$ cat src/rtl/icache_pkg.sv
// Shared widths, tag-entry layout and controller state encoding for the I-cache tag path.
package icache_pkg;

   localparam int ADDR_W   = 32;
   localparam int INDEX_W  = 8;
   localparam int OFFSET_W = 4;
   localparam int TAG_W    = ADDR_W - INDEX_W - OFFSET_W;

   typedef struct packed {
      logic             valid;
      logic [TAG_W-1:0] tag;
   } tag_entry_t;

   typedef enum logic [2:0] {
      SWEEP,
      IDLE,
      LOOKUP,
      MISS,
      FILL,
      UPDATE
   } state_t;

   function automatic logic [31:0] sat_inc32(input logic [31:0] v);
      return (v == 32'hFFFF_FFFF) ? v : v + 32'd1;
   endfunction

endpackage

$ cat src/rtl/icache_tag_ctrl.sv
// Direct-mapped I-cache tag sequencer: lookup, miss refill handshake, tag update and
// invalidate-all sweep after reset or flush.
module icache_tag_ctrl
   import icache_pkg::*;
#(
   parameter int ADDR_WIDTH   = ADDR_W,
   parameter int INDEX_WIDTH  = INDEX_W,
   parameter int OFFSET_WIDTH = OFFSET_W
) (
   input  logic                                       clk,
   input  logic                                       rst_n,
   input  logic                                       req_valid,
   output logic                                       req_ready,
   input  logic [ADDR_WIDTH-1:0]                      req_addr,
   output logic                                       resp_valid,
   output logic                                       resp_hit,
   output logic                                       refill_req,
   output logic [ADDR_WIDTH-1:0]                      refill_addr,
   input  logic                                       refill_ack,
   input  logic                                       refill_done,
   input  logic                                       flush_req,
   output logic                                       flush_busy,
   output logic [31:0]                                hit_cnt,
   output logic [31:0]                                miss_cnt,
   output logic [INDEX_WIDTH-1:0]                     tag_rd_addr,
   input  logic [ADDR_WIDTH-INDEX_WIDTH-OFFSET_WIDTH:0] tag_rd_data,
   output logic [INDEX_WIDTH-1:0]                     tag_wr_addr,
   output logic [ADDR_WIDTH-INDEX_WIDTH-OFFSET_WIDTH:0] tag_wr_data,
   output logic                                       tag_wr_en
);

   localparam int TAG_WIDTH  = ADDR_WIDTH - INDEX_WIDTH - OFFSET_WIDTH;
   localparam int LINE_WIDTH = ADDR_WIDTH - OFFSET_WIDTH;
   localparam logic [INDEX_WIDTH-1:0] LAST_IDX = '1;

   state_t                  state_q, state_d;
   logic [INDEX_WIDTH-1:0]  sweep_q, sweep_d;
   logic [LINE_WIDTH-1:0]   line_q, line_d;
   logic                    flush_pend_q, flush_pend_d;
   logic [31:0]             hit_cnt_q, hit_cnt_d;
   logic [31:0]             miss_cnt_q, miss_cnt_d;

   logic [INDEX_WIDTH-1:0]  reg_idx;
   logic [TAG_WIDTH-1:0]    reg_tag;
   logic                    lookup_hit;
   logic                    unused_offset;

   // Only the line address is kept; the byte offset never influences the tag path.
   assign unused_offset = ^req_addr[OFFSET_WIDTH-1:0];

   assign reg_idx     = line_q[INDEX_WIDTH-1:0];
   assign reg_tag     = line_q[LINE_WIDTH-1 -: TAG_WIDTH];
   assign lookup_hit  = tag_rd_data[TAG_WIDTH] && (tag_rd_data[TAG_WIDTH-1:0] == reg_tag);

   assign tag_rd_addr = req_addr[OFFSET_WIDTH +: INDEX_WIDTH];
   assign refill_addr = {line_q, {OFFSET_WIDTH{1'b0}}};
   assign flush_busy  = (state_q == SWEEP);
   assign hit_cnt     = hit_cnt_q;
   assign miss_cnt    = miss_cnt_q;

   always_comb begin
      state_d      = state_q;
      sweep_d      = sweep_q;
      line_d       = line_q;
      flush_pend_d = flush_pend_q | (flush_req && (state_q != SWEEP));
      hit_cnt_d    = hit_cnt_q;
      miss_cnt_d   = miss_cnt_q;
      req_ready    = 1'b0;
      resp_valid   = 1'b0;
      resp_hit     = 1'b0;
      refill_req   = 1'b0;
      tag_wr_en    = 1'b0;
      tag_wr_addr  = reg_idx;
      tag_wr_data  = '0;

      case (state_q)
         SWEEP: begin
            tag_wr_en   = 1'b1;
            tag_wr_addr = sweep_q;
            sweep_d     = sweep_q + 1'b1;
            if (sweep_q == LAST_IDX) begin
               state_d = IDLE;
            end
         end
         IDLE: begin
            if (flush_pend_q) begin
               state_d      = SWEEP;
               sweep_d      = '0;
               flush_pend_d = 1'b0;
            end else begin
               req_ready = 1'b1;
               if (req_valid) begin
                  line_d  = req_addr[ADDR_WIDTH-1:OFFSET_WIDTH];
                  state_d = LOOKUP;
               end
            end
         end
         LOOKUP: begin
            if (lookup_hit) begin
               resp_valid = 1'b1;
               resp_hit   = 1'b1;
               hit_cnt_d  = sat_inc32(hit_cnt_q);
               req_ready  = !flush_pend_q;
               // Pipelined hits: a new accept re-arms the lookup without passing through IDLE.
               if (req_valid && !flush_pend_q) begin
                  line_d = req_addr[ADDR_WIDTH-1:OFFSET_WIDTH];
               end else begin
                  state_d = IDLE;
               end
            end else begin
               miss_cnt_d = sat_inc32(miss_cnt_q);
               state_d    = MISS;
            end
         end
         MISS: begin
            refill_req = 1'b1;
            if (refill_ack) begin
               state_d = FILL;
            end
         end
         FILL: begin
            if (refill_done) begin
               state_d = UPDATE;
            end
         end
         UPDATE: begin
            tag_wr_en   = 1'b1;
            tag_wr_data = {1'b1, reg_tag};
            resp_valid  = 1'b1;
            state_d     = IDLE;
         end
         default: begin
            state_d = SWEEP;
            sweep_d = '0;
         end
      endcase

      // Keep the RAM untouched while reset is held.
      if (!rst_n) begin
         tag_wr_en = 1'b0;
      end
   end

   always_ff @(posedge clk) begin
      if (!rst_n) begin
         state_q      <= SWEEP;
         sweep_q      <= '0;
         line_q       <= '0;
         flush_pend_q <= 1'b0;
         hit_cnt_q    <= '0;
         miss_cnt_q   <= '0;
      end else begin
         state_q      <= state_d;
         sweep_q      <= sweep_d;
         line_q       <= line_d;
         flush_pend_q <= flush_pend_d;
         hit_cnt_q    <= hit_cnt_d;
         miss_cnt_q   <= miss_cnt_d;
      end
   end

endmodule

$ cat config.mk
export PLATFORM = sky130hd
export DESIGN_NAME = icache_tag_ctrl
export DESIGN_NICKNAME = d
export VERILOG_FILES = /design/src/rtl/icache_pkg.sv /design/src/rtl/icache_tag_ctrl.sv
export SDC_FILE = /design/constraint.sdc
export NUM_CORES = 1
export LEC_CHECK = 0
export CORE_AREA = 2 2 121 111
export CTS_BUF_LIST = sky130_fd_sc_hd__clkbuf_16
export DETAILED_ROUTE_END_ITERATION = 10
export DIE_AREA = 0 0 123 113
export GPL_TIMING_DRIVEN = 0
export HOLD_SLACK_MARGIN = 0.06
export PLACE_DENSITY = 0.8
export SYNTH_ARGS = -nofsm -noshare
export SYNTH_HDL_FRONTEND = slang
export SYNTH_SLANG_ARGS = --single-unit
$ cat constraint.sdc
create_clock -name clk -period 4 [get_ports clk]
set_input_delay 0.8 -clock clk [delete_from_list [all_inputs] [get_ports clk]]
set_output_delay 0.8 -clock clk [all_outputs]
set_load 0.02 [all_outputs]
==> reports/metrics.yaml <==
status:
  status: "completed"
yosys:
  synth_ff_type: "dfxtp_1"
  yosys_warnings: 0
  ys_types: 51
  async_reset_ff_share_pct: 0
  synth.yosys.seq_area_share_pct: 36.3
  synth.largest_area_cell: "dfxtp_1"
  synth_top_area_share_pct: 36.3
  synth_edf_count: 0
  synth_seq_cells: 104
  avgSynthCellArea_um2: 7.98
  yosys-top-cells-area: "dfxtp_1 (36%), nand2_1 (5.7%), nand3_1 (5.1%), mux2i_1 (4.5%), o21ai_0 (3.7%)"
  synth_cells: 719
  syn_area_um2: 5740
power_and_ir_drop:
  p_seq_share_pct: 48.6
  power.density_nw_per_um2: 262
  p_sw_share_pct: 22.1
  net-switching-power_mw: 0.474
  combPwrFrac_pct: 7.6
  p_int_mw: 1.67
  p_leak_nw: 2.76
  irDropWorstVdd_v: 0.000187
  p_clk_share_pct: 43.7
  power_mw: 2.14
place:
  dp_hpwl_um: 13800
  gp_congestion: 0.916
  io_buffer_count: 188
global_route:
  grt_pass1_wl_um: 28900
  first_global_vias: 5590
  grt_antenna_before_repair: 0
  grt_overflow_total: 0
  grt_max_degree: 20
  track_usage_pct: 26.1
clocking:
  holdBufCountCts: 0
  clk_pin_slew_ns: 0.07
  cts-root-to-sink-buffers: 2
  clk_latency_ns: 0.35
  cts_made_buffers: 9
  cts_tree: "done"
  cts_sinks: 104
  cts_root_buf: "clkbuf_16"
  htreeDepth: 3
drt:
  route.detailed.drc: 0
  drtPass1Iterations: 6
  post_drt_via_cell_ratio: 5.66
  final_antenna_net_count: 0
  wl_per_cell_um: 17.0
  vias: 6166
  dr.first_iter.drc_count: 637
  wirelength_um: 18600
floorplanning:
  num_io_pins: 198
  die_w_um: 123
  rows: 39
  die_area_um2: 13900
  die_h_um: 113
  coreArea_um2: 12600
  start_util_pct: 45.6
sta:
  worst_pin_slew_ns: 0.894
  hold_viol: 0
  max_freq_mhz: 258
  rsz0062_at_grt: "false"
  slew_headroom_pct: 40.3
  finClkSkew_ns: 0.00730
  hold_ws_ns: 0.495
  fin_crit_sh_pct: 96.8
  min_period_ns: 3.87
  setup_viol: 0
  slew_violations: 0
cells_and_area:
  mostFrequentLayoutCell: "clkdlybuf4s50_1"
  finalNetCount: 983
  fillers: 1108
  final_cell_mix: "clkdlybuf4s50_1 (186), dfxtp_1 (104), nand2_1 (87)"
  synthToLayoutAreaGrowth_pct: 42.3
  num_antenna_cells: 0
  drive_gt1_share_pct: 5.51
worst_setup_path:
  crit_type: "in2out"
  critPathMaxFanout: 19
  critPathArrivalTime_ns: 3.07
  critPathCaptureType: "output pin"
  cp-start-kind: "primary input"
  rr_worst_depth: 9
  cp.required_ns: 3.20
worst_hold_path:
  hold_depth: 2
  min-delay-path-class: "reg2reg"
run:
  drv_cap: 0
==> cells by family (layout without fill, tap and decap cells) <==
| logic type | after synthesis | after routing | synth area share (%) |
|---|---|---|---|
| adder cells (fa/ha/maj) | 3 | 3 | 0.654 |
| multiplexers | 34 | 34 | 6.10 |
| AND/OR/NAND/NOR | 359 | 359 | 34.4 |
| XOR/XNOR | 25 | 25 | 3.82 |
| other | 1 | 4 | 0.0653 |
| flip-flops | 104 | 104 | 36.3 |
| AO/OA/AOI/OAI | 124 | 124 | 13.1 |
| buffers and inverters | 69 | 273 | 5.58 |
==> layer usage <==
| metal | GRT usage [%] | part of all wire (%) |
|---|---|---|
| met2 | 42.6 | 48 |
| met5 | 0 | 0 |
| met3 | 6.65 | 7.4 |
| met4 | 6.36 | 1.5 |
| met1 | 34.5 | 43 |
==> power groups by stage <==
| stage | clock (mW) | sequential (mW) | combinational (mW) |
|---|---|---|---|
| after detailed placement | 0 | 1.06 | 0.160 |
| after global routing | 0.980 | 1.04 | 0.176 |
| after floorplan | 0 | 1.06 | 0.0735 |
| after global placement | 0 | 1.07 | 0.158 |
| final | 0.937 | 1.04 | 0.163 |
| after CTS | 0.943 | 1.04 | 0.162 |
==> timing repair <==
action | 4_1_cts | 5_1_grt
endpoints found under the setup margin | 3 | 2
hold endpoints to repair | 0 | 0
gates cloned | 0 | 0
resized for setup | 9 | 3
pin swaps | 2 | 1
buffers inserted | 1 | 0
==> state kept, by name, summed over array words and instances, names as in the netlist <==
signal        count
hit_cnt          32
miss_cnt         32
line_q           28
sweep_q           8
state_q           3
flush_pend_q      1
==> worst paths after layout <==
| check | startpoint | to | slack, ns |
|---|---|---|---|
| max | tag_rd_data[13] | req_ready | 0.13 |
| min reg2reg | miss_cnt[23] | miss_cnt[23] | 0.49 |
| min | miss_cnt[23] | miss_cnt[23] | 0.49 |
| max reg2reg | hit_cnt[0] | hit_cnt[13] | 0.71 |
==> synthesized netlist by cell type (all sizes together), types with 8 or more instances <==
library cell	n
o21ai	43
mux2	8
nand3	59
and4	8
nand4	22
or3	13
nor2	25
and3	16
a21oi	36
clkbuf	42
nor3	14
nand2b	27
dfxtp	104
o31ai	24
mux2i	26
xor2	20
nor4	20
buf	18
nand2	87
or4	26
and2	24
inv	9
==> area by class of cell <==
cell class / count / area [um^2] / area share, %
sequential: 104 / 2080 / 25.5
inverter: 9 / 33.8 / 0.414
tap: 164 / 205 / 2.51
timing repair buffer: 189 / 1880 / 23.0
clock inverter: 7 / 86.3 / 1.06
multi-input combinational: 549 / 3370 / 41.3
buffer: 59 / 283 / 3.46
clock buffer: 9 / 225 / 2.76
==> worst max-delay path: stages <==
cell             delay, ns
clkdlybuf4s50_1       0.41
xor2_1                0.16
a2111oi_2             0.39
nand3_2               0.15
or4_4                 0.53
buf_6                 0.15
buf_6                 0.16
a21oi_4               0.15
buf_4                 0.16
==> through the flow <==
step / util (%) / setup TNS (ns) / area [um^2] / setup slack, ns / std cells
after CTS: 64.8 / 0 / 8160 / 0.0140 / 1090
after global placement: 62.3 / -1.57 / 7840 / -0.850 / 1074
after global routing: 64.9 / 0 / 8170 / 0.0259 / 1090
after floorplan: - / 0 / 5750 / 0.410 / 722
after detailed placement: 62.3 / -1.54 / 7840 / -0.820 / 1074
final: 64.9 / 0 / 8170 / 0.126 / 1090
Power figures use the tool's default switching activity.
